<file path="config.mk">
export PLATFORM = sky130hd
export DESIGN_NAME = bus_arbiter
export DESIGN_NICKNAME = d
export VERILOG_FILES = /design/src/rtl/bus_arbiter.sv
export SDC_FILE = /design/constraint.sdc
export NUM_CORES = 1
export LEC_CHECK = 0
export BUFFER_PORTS_ARGS = -buffer_cell sky130_fd_sc_hd__buf_2
export CORE_AREA = 2 2 156 158
export DETAILED_ROUTE_END_ITERATION = 10
export DIE_AREA = 0 0 158 160
export SLEW_MARGIN = 20
export SYNTH_ARGS = -nofsm -noshare
export SYNTH_HDL_FRONTEND = slang
export SYNTH_SLANG_ARGS = --single-unit
</file>
<file path="constraint.sdc">
create_clock -name clk_sys_in -period 2.5 [get_ports clk_sys_in]
set_clock_uncertainty 0.15 [all_clocks]
set_input_delay 0.375 -clock clk_sys_in [delete_from_list [all_inputs] [get_ports clk_sys_in]]
set_output_delay 0.375 -clock clk_sys_in [all_outputs]
set_load 0.02 [all_outputs]
</file>
<file path="src/rtl/bus_arbiter.sv">
// Data-bus arbiter: round-robin selection among hosts, address decode to four
// memory-mapped devices, one outstanding transaction with response timeout.
module bus_arbiter #(
  parameter int unsigned NumHosts      = 2,
  parameter int unsigned NumDevices    = 4,
  parameter int unsigned TimeoutCycles = 15
) (
  input  logic                            clk_sys_in,
  input  logic                            rst_sys_in,
  input  logic [NumHosts-1:0]             host_req_i,
  input  logic [NumHosts-1:0][31:0]       host_addr_i,
  input  logic [NumHosts-1:0]             host_we_i,
  input  logic [NumHosts-1:0][3:0]        host_be_i,
  input  logic [NumHosts-1:0][31:0]       host_wdata_i,
  output logic [NumHosts-1:0]             host_gnt_o,
  output logic [NumHosts-1:0]             host_rvalid_o,
  output logic [NumHosts-1:0]             host_err_o,
  output logic [NumHosts-1:0][31:0]       host_rdata_o,
  output logic [NumDevices-1:0]           dev_req_o,
  output logic [15:0]                     dev_addr_o,
  output logic                            dev_we_o,
  output logic [3:0]                      dev_be_o,
  output logic [31:0]                     dev_wdata_o,
  input  logic [NumDevices-1:0]           dev_rvalid_i,
  input  logic [NumDevices-1:0][31:0]     dev_rdata_i
);

  localparam int unsigned HostW = (NumHosts > 1) ? $clog2(NumHosts) : 1;
  localparam int unsigned DevW  = (NumDevices > 1) ? $clog2(NumDevices) : 1;
  localparam int unsigned CntW  = $clog2(TimeoutCycles + 1);

  typedef enum logic [1:0] {StIdle, StWaitResp, StErrResp} state_e;

  state_e            state_q, state_d;
  logic [HostW-1:0]  host_q, host_d;
  logic [DevW-1:0]   dev_q, dev_d;
  logic [CntW-1:0]   cnt_q, cnt_d;
  logic [HostW-1:0]  ptr_q, ptr_d;

  logic              win_found;
  logic [HostW-1:0]  win_idx;
  logic [HostW-1:0]  cand;
  logic [31:0]       win_addr;
  logic              dec_hit;
  logic [DevW-1:0]   dec_idx;
  logic [15:0]       dec_off;

  // Round-robin search: first requesting host at or after the pointer.
  always_comb begin
    win_found = 1'b0;
    win_idx   = '0;
    cand      = '0;
    for (int unsigned k = 0; k < NumHosts; k++) begin
      cand = HostW'((32'(ptr_q) + k) % NumHosts);
      if (!win_found && host_req_i[cand]) begin
        win_found = 1'b1;
        win_idx   = cand;
      end
    end
  end

  // Address decode of the winning host's request.
  always_comb begin
    win_addr = host_addr_i[win_idx];
    dec_hit  = 1'b1;
    dec_idx  = '0;
    dec_off  = {4'b0, win_addr[11:0]};
    if (win_addr[31:16] == 16'h0010) begin
      dec_idx = DevW'(0);
      dec_off = win_addr[15:0];
    end else if (win_addr[31:12] == 20'h80000) begin
      dec_idx = DevW'(1);
    end else if (win_addr[31:12] == 20'h80001) begin
      dec_idx = DevW'(2);
    end else if (win_addr[31:12] == 20'h80002) begin
      dec_idx = DevW'(3);
    end else begin
      dec_hit = 1'b0;
    end
  end

  // FSM next state and Mealy outputs; all outputs forced low while in reset.
  always_comb begin
    state_d       = state_q;
    host_d        = host_q;
    dev_d         = dev_q;
    cnt_d         = cnt_q;
    ptr_d         = ptr_q;
    host_gnt_o    = '0;
    host_rvalid_o = '0;
    host_err_o    = '0;
    host_rdata_o  = '0;
    dev_req_o     = '0;
    dev_addr_o    = '0;
    dev_we_o      = 1'b0;
    dev_be_o      = '0;
    dev_wdata_o   = '0;

    unique case (state_q)
      StIdle: begin
        if (win_found) begin
          host_gnt_o[win_idx] = 1'b1;
          host_d              = win_idx;
          ptr_d               = (32'(win_idx) == NumHosts - 1) ? '0 : win_idx + 1'b1;
          if (dec_hit) begin
            dev_req_o[dec_idx] = 1'b1;
            dev_addr_o         = dec_off;
            dev_we_o           = host_we_i[win_idx];
            dev_be_o           = host_be_i[win_idx];
            dev_wdata_o        = host_wdata_i[win_idx];
            dev_d              = dec_idx;
            cnt_d              = '0;
            state_d            = StWaitResp;
          end else begin
            state_d = StErrResp;
          end
        end
      end
      StWaitResp: begin
        if (dev_rvalid_i[dev_q]) begin
          host_rvalid_o[host_q] = 1'b1;
          host_rdata_o[host_q]  = dev_rdata_i[dev_q];
          state_d               = StIdle;
        end else if (cnt_q == CntW'(TimeoutCycles - 1)) begin
          // Counter would reach TimeoutCycles this cycle: give up on the device.
          host_rvalid_o[host_q] = 1'b1;
          host_err_o[host_q]    = 1'b1;
          state_d               = StIdle;
        end else begin
          cnt_d = cnt_q + 1'b1;
        end
      end
      StErrResp: begin
        host_rvalid_o[host_q] = 1'b1;
        host_err_o[host_q]    = 1'b1;
        state_d               = StIdle;
      end
      default: state_d = StIdle;
    endcase

    if (!rst_sys_in) begin
      host_gnt_o    = '0;
      host_rvalid_o = '0;
      host_err_o    = '0;
      host_rdata_o  = '0;
      dev_req_o     = '0;
      dev_addr_o    = '0;
      dev_we_o      = 1'b0;
      dev_be_o      = '0;
      dev_wdata_o   = '0;
    end
  end

  // State registers with asynchronous active-low reset.
  always_ff @(posedge clk_sys_in or negedge rst_sys_in) begin
    if (!rst_sys_in) begin
      state_q <= StIdle;
      host_q  <= '0;
      dev_q   <= '0;
      cnt_q   <= '0;
      ptr_q   <= '0;
    end else begin
      state_q <= state_d;
      host_q  <= host_d;
      dev_q   <= dev_d;
      cnt_q   <= cnt_d;
      ptr_q   <= ptr_d;
    end
  end

endmodule

</file>
# Yosys cells after proc, flatten, opt, wreduce, memory -nomap -nowiden

Cells that the tools add are included.
Widths: inputs -> output; s select.

Flip-flop bits (word level): 10
Output and inout port bits: 127

Reductions and logical operators: 11
Equal/unequal tests: 12
Add/sub/neg operators: 3
$lt $le $gt $ge: 9
Multiplexer cells: 81
Bitwise operators: 1

Operators by type and width:

| kind                 | number |
|---|---|
| $mux 32              | 10 |
| $mux 64              | 3 |
| $mux 16              | 5 |
| $and 64x64->64       | 1 |
| $bmux 32 s2          | 1 |
| $eq 20x20->1 const B | 3 |
| $mux 4               | 14 |
| $demux 32 s1         | 1 |
| $mux 2               | 16 |
| $mux 1               | 23 |
| $eq 16x5->1 const B  | 1 |
| $pmux 2 s2           | 3 |
| $lt 1x2->1 const B   | 4 |
| $ne 2x2->1 const B   | 4 |
| $pmux 4 s2           | 1 |
| $lt 2x3->1 const B   | 2 |
| $reduce_and 5->1     | 1 |
| $add 4x1->4 const B  | 1 |
| $eq 4x4->1 const B   | 1 |
| $logic_and 1x1->1    | 4 |
| $reduce_and 2->1     | 2 |
| $ne 3x3->1 const B   | 1 |
| $reduce_and 3->1     | 1 |
| $add 1x1->1 const B  | 2 |
| other kinds (10)     | 12 |

# Logic depth before layout (Yosys ltp)

Word-level depth: 21
Gate-level depth with buffers: 9

# Worst setup path before layout

Ideal clock, no wire load.

Path kind: input-to-output
Start point: input host_addr_i[16] (netlist name)
End point: output dev_addr_o[0]
Data required time: 1,975 ps
Cell stages on the path: 6
Arrival time: 2,216 ps
Setup slack: -241 ps
Buffers on the path: 1
Cells stage by stage: or4_4 > a2111oi_4 > a21boi_4 > o31ai_2 > clkbuf_1 > a21oi_1

Word-level cells in the longest chain between the ends: 11
Elaborated cells between the ends (all ways): 14

Ends and longest elaborated chain:

| element                                        | line | RTL |
|---|---|---|
| start, declared                                | 11   | `input logic [NumHosts-1:0][31:0] host_addr_i,` |
| $mux 32 (not written as such) (*) (2 in a row) | 64   | `win_addr = host_addr_i[win_idx];` |
| $eq 20x20->1                                   | 75   | `end else if (win_addr[31:12] == 20'h80002) begin` |
| $mux 1                                         | 75   |  |
| $mux 1                                         | 73   | `end else if (win_addr[31:12] == 20'h80001) begin` |
| $mux 1                                         | 71   | `end else if (win_addr[31:12] == 20'h80000) begin` |
| $mux 1 (*)                                     | 68   | `if (win_addr[31:16] == 16'h0010) begin` |
| $mux 16 (*)                                    | 105  | `if (dec_hit) begin` |
| $mux 16 (*)                                    | 101  | `if (win_found) begin` |
| $mux 16 (*)                                    | 99   | `unique case (state_q)` |
| $mux 16 (*)                                    | 141  | `if (!rst_sys_in) begin` |
| end, declared                                  | 20   | `output logic [15:0] dev_addr_o,` |

Every way passes the cells marked *; elsewhere a longest branch is shown, timed or not. The select of a mux whose other input is x is not followed.

# Final worst setup path

Start point: input host_addr_i[16] (netlist name)
End point: output dev_wdata_o[27]

Word-level cells in the longest chain between the ends: 11
Elaborated cells between the ends (all ways): 14

Ends and longest elaborated chain:

| element                                        | line | RTL |
|---|---|---|
| $mux 32 (not written as such) (*) (2 in a row) | 64   |  |
| $eq 20x20->1                                   | 75   |  |
| $mux 1                                         | 75   |  |
| $mux 1                                         | 73   |  |
| $mux 1                                         | 71   |  |
| $mux 1 (*)                                     | 68   |  |
| $mux 32 (*)                                    | 105  |  |
| $mux 32 (*)                                    | 101  |  |
| $mux 32 (*)                                    | 99   |  |
| $mux 32 (*)                                    | 141  |  |
| end, declared                                  | 23   | `output logic [31:0] dev_wdata_o,` |

Marked as above.

==> flow_summary_export.csv <==
group,metric,value,unit
run_status,status,"complete, but fails checks",
run_status,violations,"setup timing",
pwr,power,0.00146,W
setup_path,critPathLaunchType,"input port",
clock_network,cts_tree,"built",
setup_path,cp_max_fo,6,
layout,final_core_util,31.1,%
routing,dr.pass1.iters,4,
global_routing,grt_pass1_wl,25.8,mm
setup_path,critPathCapture,"dev_wdata_o[27]",
routing,drt-vias-per-instance,4.19,
routing,wl_met2,11.5,mm
clock_network,root_buffer,"clkbuf_16",
logic_synthesis,synth.avg_cell_area,7.31,um2
setup_path,cp.arrival,2.24,ns
die,initial_utilization,12.4,%
global_routing,antenna_found_initial,0,
die,die-width,158,um
flow_run,drv_cap,0,
clock_network,clk_pin_slew_worst_paths,0.04,ns
global_routing,grt_use_total,13.4,%
layout,nets,1131,
routing,wl_per_cell,17.0,um
die,dieArea,25300,um2
logic_synthesis,ys_ff_latch,10,
logic_synthesis,ys.warnings.count,0,
sta,setup_viol,95,
clock_network,cts_max_path_buffers,2,
setup_path,worst-r2r-setup-slack,0.12,ns
routing,met1_length,6.79,mm
routing,top_layer,"met4",
routing,drt_iter0_markers,134,
layout,antenna_cells,0,
layout,multi_input_area,3230,um2
sta,tightest_slew,0.458,ns
logic_synthesis,synth_flop_cell,"dfrtp_1",
layout,syn_to_final_growth,151,%
setup_path,crit_path_max_incr_delay,0.57,ns
logic_synthesis,netlist_area,2950,um2
routing,route.met3.wl,1.54,mm
setup_path,required,1.98,ns
clock_network,clock_latency,0.24,ns
setup_path,worst-path-stages,9,
sta,maxSlewViolCount,0,
routing,ant_nets,0,
logic_synthesis,synth_cell_types,42,
die,io_pins,401,
layout,final_common_cell,"buf_2",
setup_path,critPathCaptureType,"output pin",
sta,fin_hold_ws,0.382,ns
routing,routed_wirelength,19.9,mm
sta,fmax,0.362,GHz
clock_network,numCtsBuffers,3,
logic_synthesis,synth_seq_area_share,8.47,%
setup_path,crit_buf_inv,4,
pwr,p_leak,3.55,nW
sta,fin_crit_sh,111,%
setup_path,reg2reg_depth,10,
layout,regArea,251,um2
setup_path,crit_family,"compound AO/OA/AOI/OAI gates",
routing,route.detailed.drc,0,
logic_synthesis,netlist_instances,404,
sta,rsz0062_at_grt,"yes",
logic_synthesis,syn-num-nets,683,
setup_path,r2r_end,"state_q[1]$_DFFE_PN0P_",
setup_path,critPathLaunch,"host_addr_i[16]",
layout,fill_cells,2540,
global_routing,grt_max_degree,52,
pwr,power.density,196,nW/um2
logic_synthesis,synth_top_cell_by_area,"mux4_2",
die,fp-row-count,57,
sta,slew_headroom,69.4,%
setup_path,crit_slowest_cell,"or4_4",
layout,layout_common_cells,"buf_2, nand2_1, buf_6",
global_routing,grt_overflow,0,
setup_path,path_cells,"buf_6, or4_4, a2111oi_4, a21boi_4, o31ai_4, buf_4, buf_12, a21oi_4, buf_6",
logic_synthesis,synth_top_area_share,25.2,%
sta,hold_viol,0,
setup_path,path_class,"input port to output pin",
logic_synthesis,synth_area_leaders,"mux4_2, nand2_1, dfrtp_1, a21oi_1, nor2b_1",
sta,layout_setup_ws,-0.263,ns
placement,place_ws,-0.268,ns
die,core_area,23800,um2
placement,gp_congestion,0.804,
routing,routed-via-count,4918,
setup_path,crit_top_cell,"buf_6",
global_routing,grt_pass1_vias,4887,
layout,drive_gt1_share,74.9,%
sta,min_period,2.76,ns
setup_path,r2r_start,"ptr_q$_DFFE_PN0P_",
sta,setup_tns,-12.15,ns
placement,port_buffers,400,
clock_network,cts_sinks,10,
clock_network,h-tree-depth,1,
placement,dpl.hpwl,15.2,mm
worst_hold_path,min_path_type,"input port to flop",
logic_synthesis,synthArstFlopShare,100,%
logic_synthesis,synth_edf_count,0,
die,die_h,160,um
pwr,ir_drop,0.207,mV
final cells by class:
cell class                      count  area share, %
Clock buffer                        4           1.20
Multi-Input combinational cell    354           43.5
Tap cell                          324           5.46
Inverter                            9          0.455
Timing Repair Buffer              474           46.0
Sequential cell                    10           3.39
metrics by stage:
stage	cell area [um2]	cells
global route	7420	1175
global placement	5940	1141
floorplan	3280	404
CTS	6540	1162
detailed placement	5940	1141
finish	7420	1175
logic make-up (layout without fill, tap and decap cells):
group	count (synthesis)	in the layout	synth area share (%)
xor+xnor	1	1	0.297
buf+inv	41	487	5.76
fa+ha+maj	5	5	2.12
flops	10	10	8.47
mux	39	39	27.3
simple gates	227	228	36.8
compound gates	81	81	19.3
cells in the mapped netlist, drive strengths merged, types with 5 or more instances:
cell type,instances
o21ai,5
and2,33
nand3,5
nor2b,34
inv,9
nor4,5
clkbuf,25
buf,7
a21oi,57
dfrtp,10
ha,5
mux4,33
nand2,113
nor3,8
nor2,16
where the power goes:
part           total, W  switching, W  internal, W  leakage [nW]
clock          0.000316     0.0000752     0.000241        0.0442
sequential     0.000207     0.0000272     0.000179         0.131
combinational  0.000933      0.000480     0.000453          3.37
total           0.00146      0.000583     0.000873          3.55
worst min-delay path by stage:
| stage | startpoint | endpoint | slack, ns | depth (start not counted) |
|---|---|---|---|---|
| after detailed placement | rst_sys_in | state_q[1]$_DFFE_PN0P_ | 0.07 | 1 |
| after global routing | host_req_i[1] | ptr_q$_DFFE_PN0P_ | 0.41 | 3 |
| after global placement | rst_sys_in | state_q[1]$_DFFE_PN0P_ | 0.07 | 1 |
| after CTS | host_req_i[1] | ptr_q$_DFFE_PN0P_ | 0.40 | 3 |
| after floorplan | rst_sys_in | cnt_q[0]$_DFFE_PN0P_ | -0.07 | 0 |
| final | host_req_i[1] | ptr_q$_DFFE_PN0P_ | 0.38 | 3 |
sequential cells by signal, summed over array words and instances, names as in the netlist:
name     flops
dev_q        2
state_q      2
cnt_q        4
host_q       1
ptr_q        1
layer usage:
metal | up-vias | GRT usage, %
met2 | 268 | 28.8
met3 | 12 | 1.74
met4 | 0 | 2.01
met5 | - | 0
li1 | 2320 | -
met1 | 2318 | 13.2
tightest hold or removal path, cell delays in order:
cell and delay (ns):
buf_2 0.14, buf_4 0.12, a31oi_1 0.08
repair_timing:
action / in CTS / in global routing
setup buffers: 10 / 10
endpoints found under the hold margin: 4 / 0
hold buffers: 2 / 0
setup endpoints to repair: 122 / 127
pin swaps: 8 / 37
gates resized for setup: 77 / 213
cloned: 5 / 4
(Power assumes the default switching activity.)
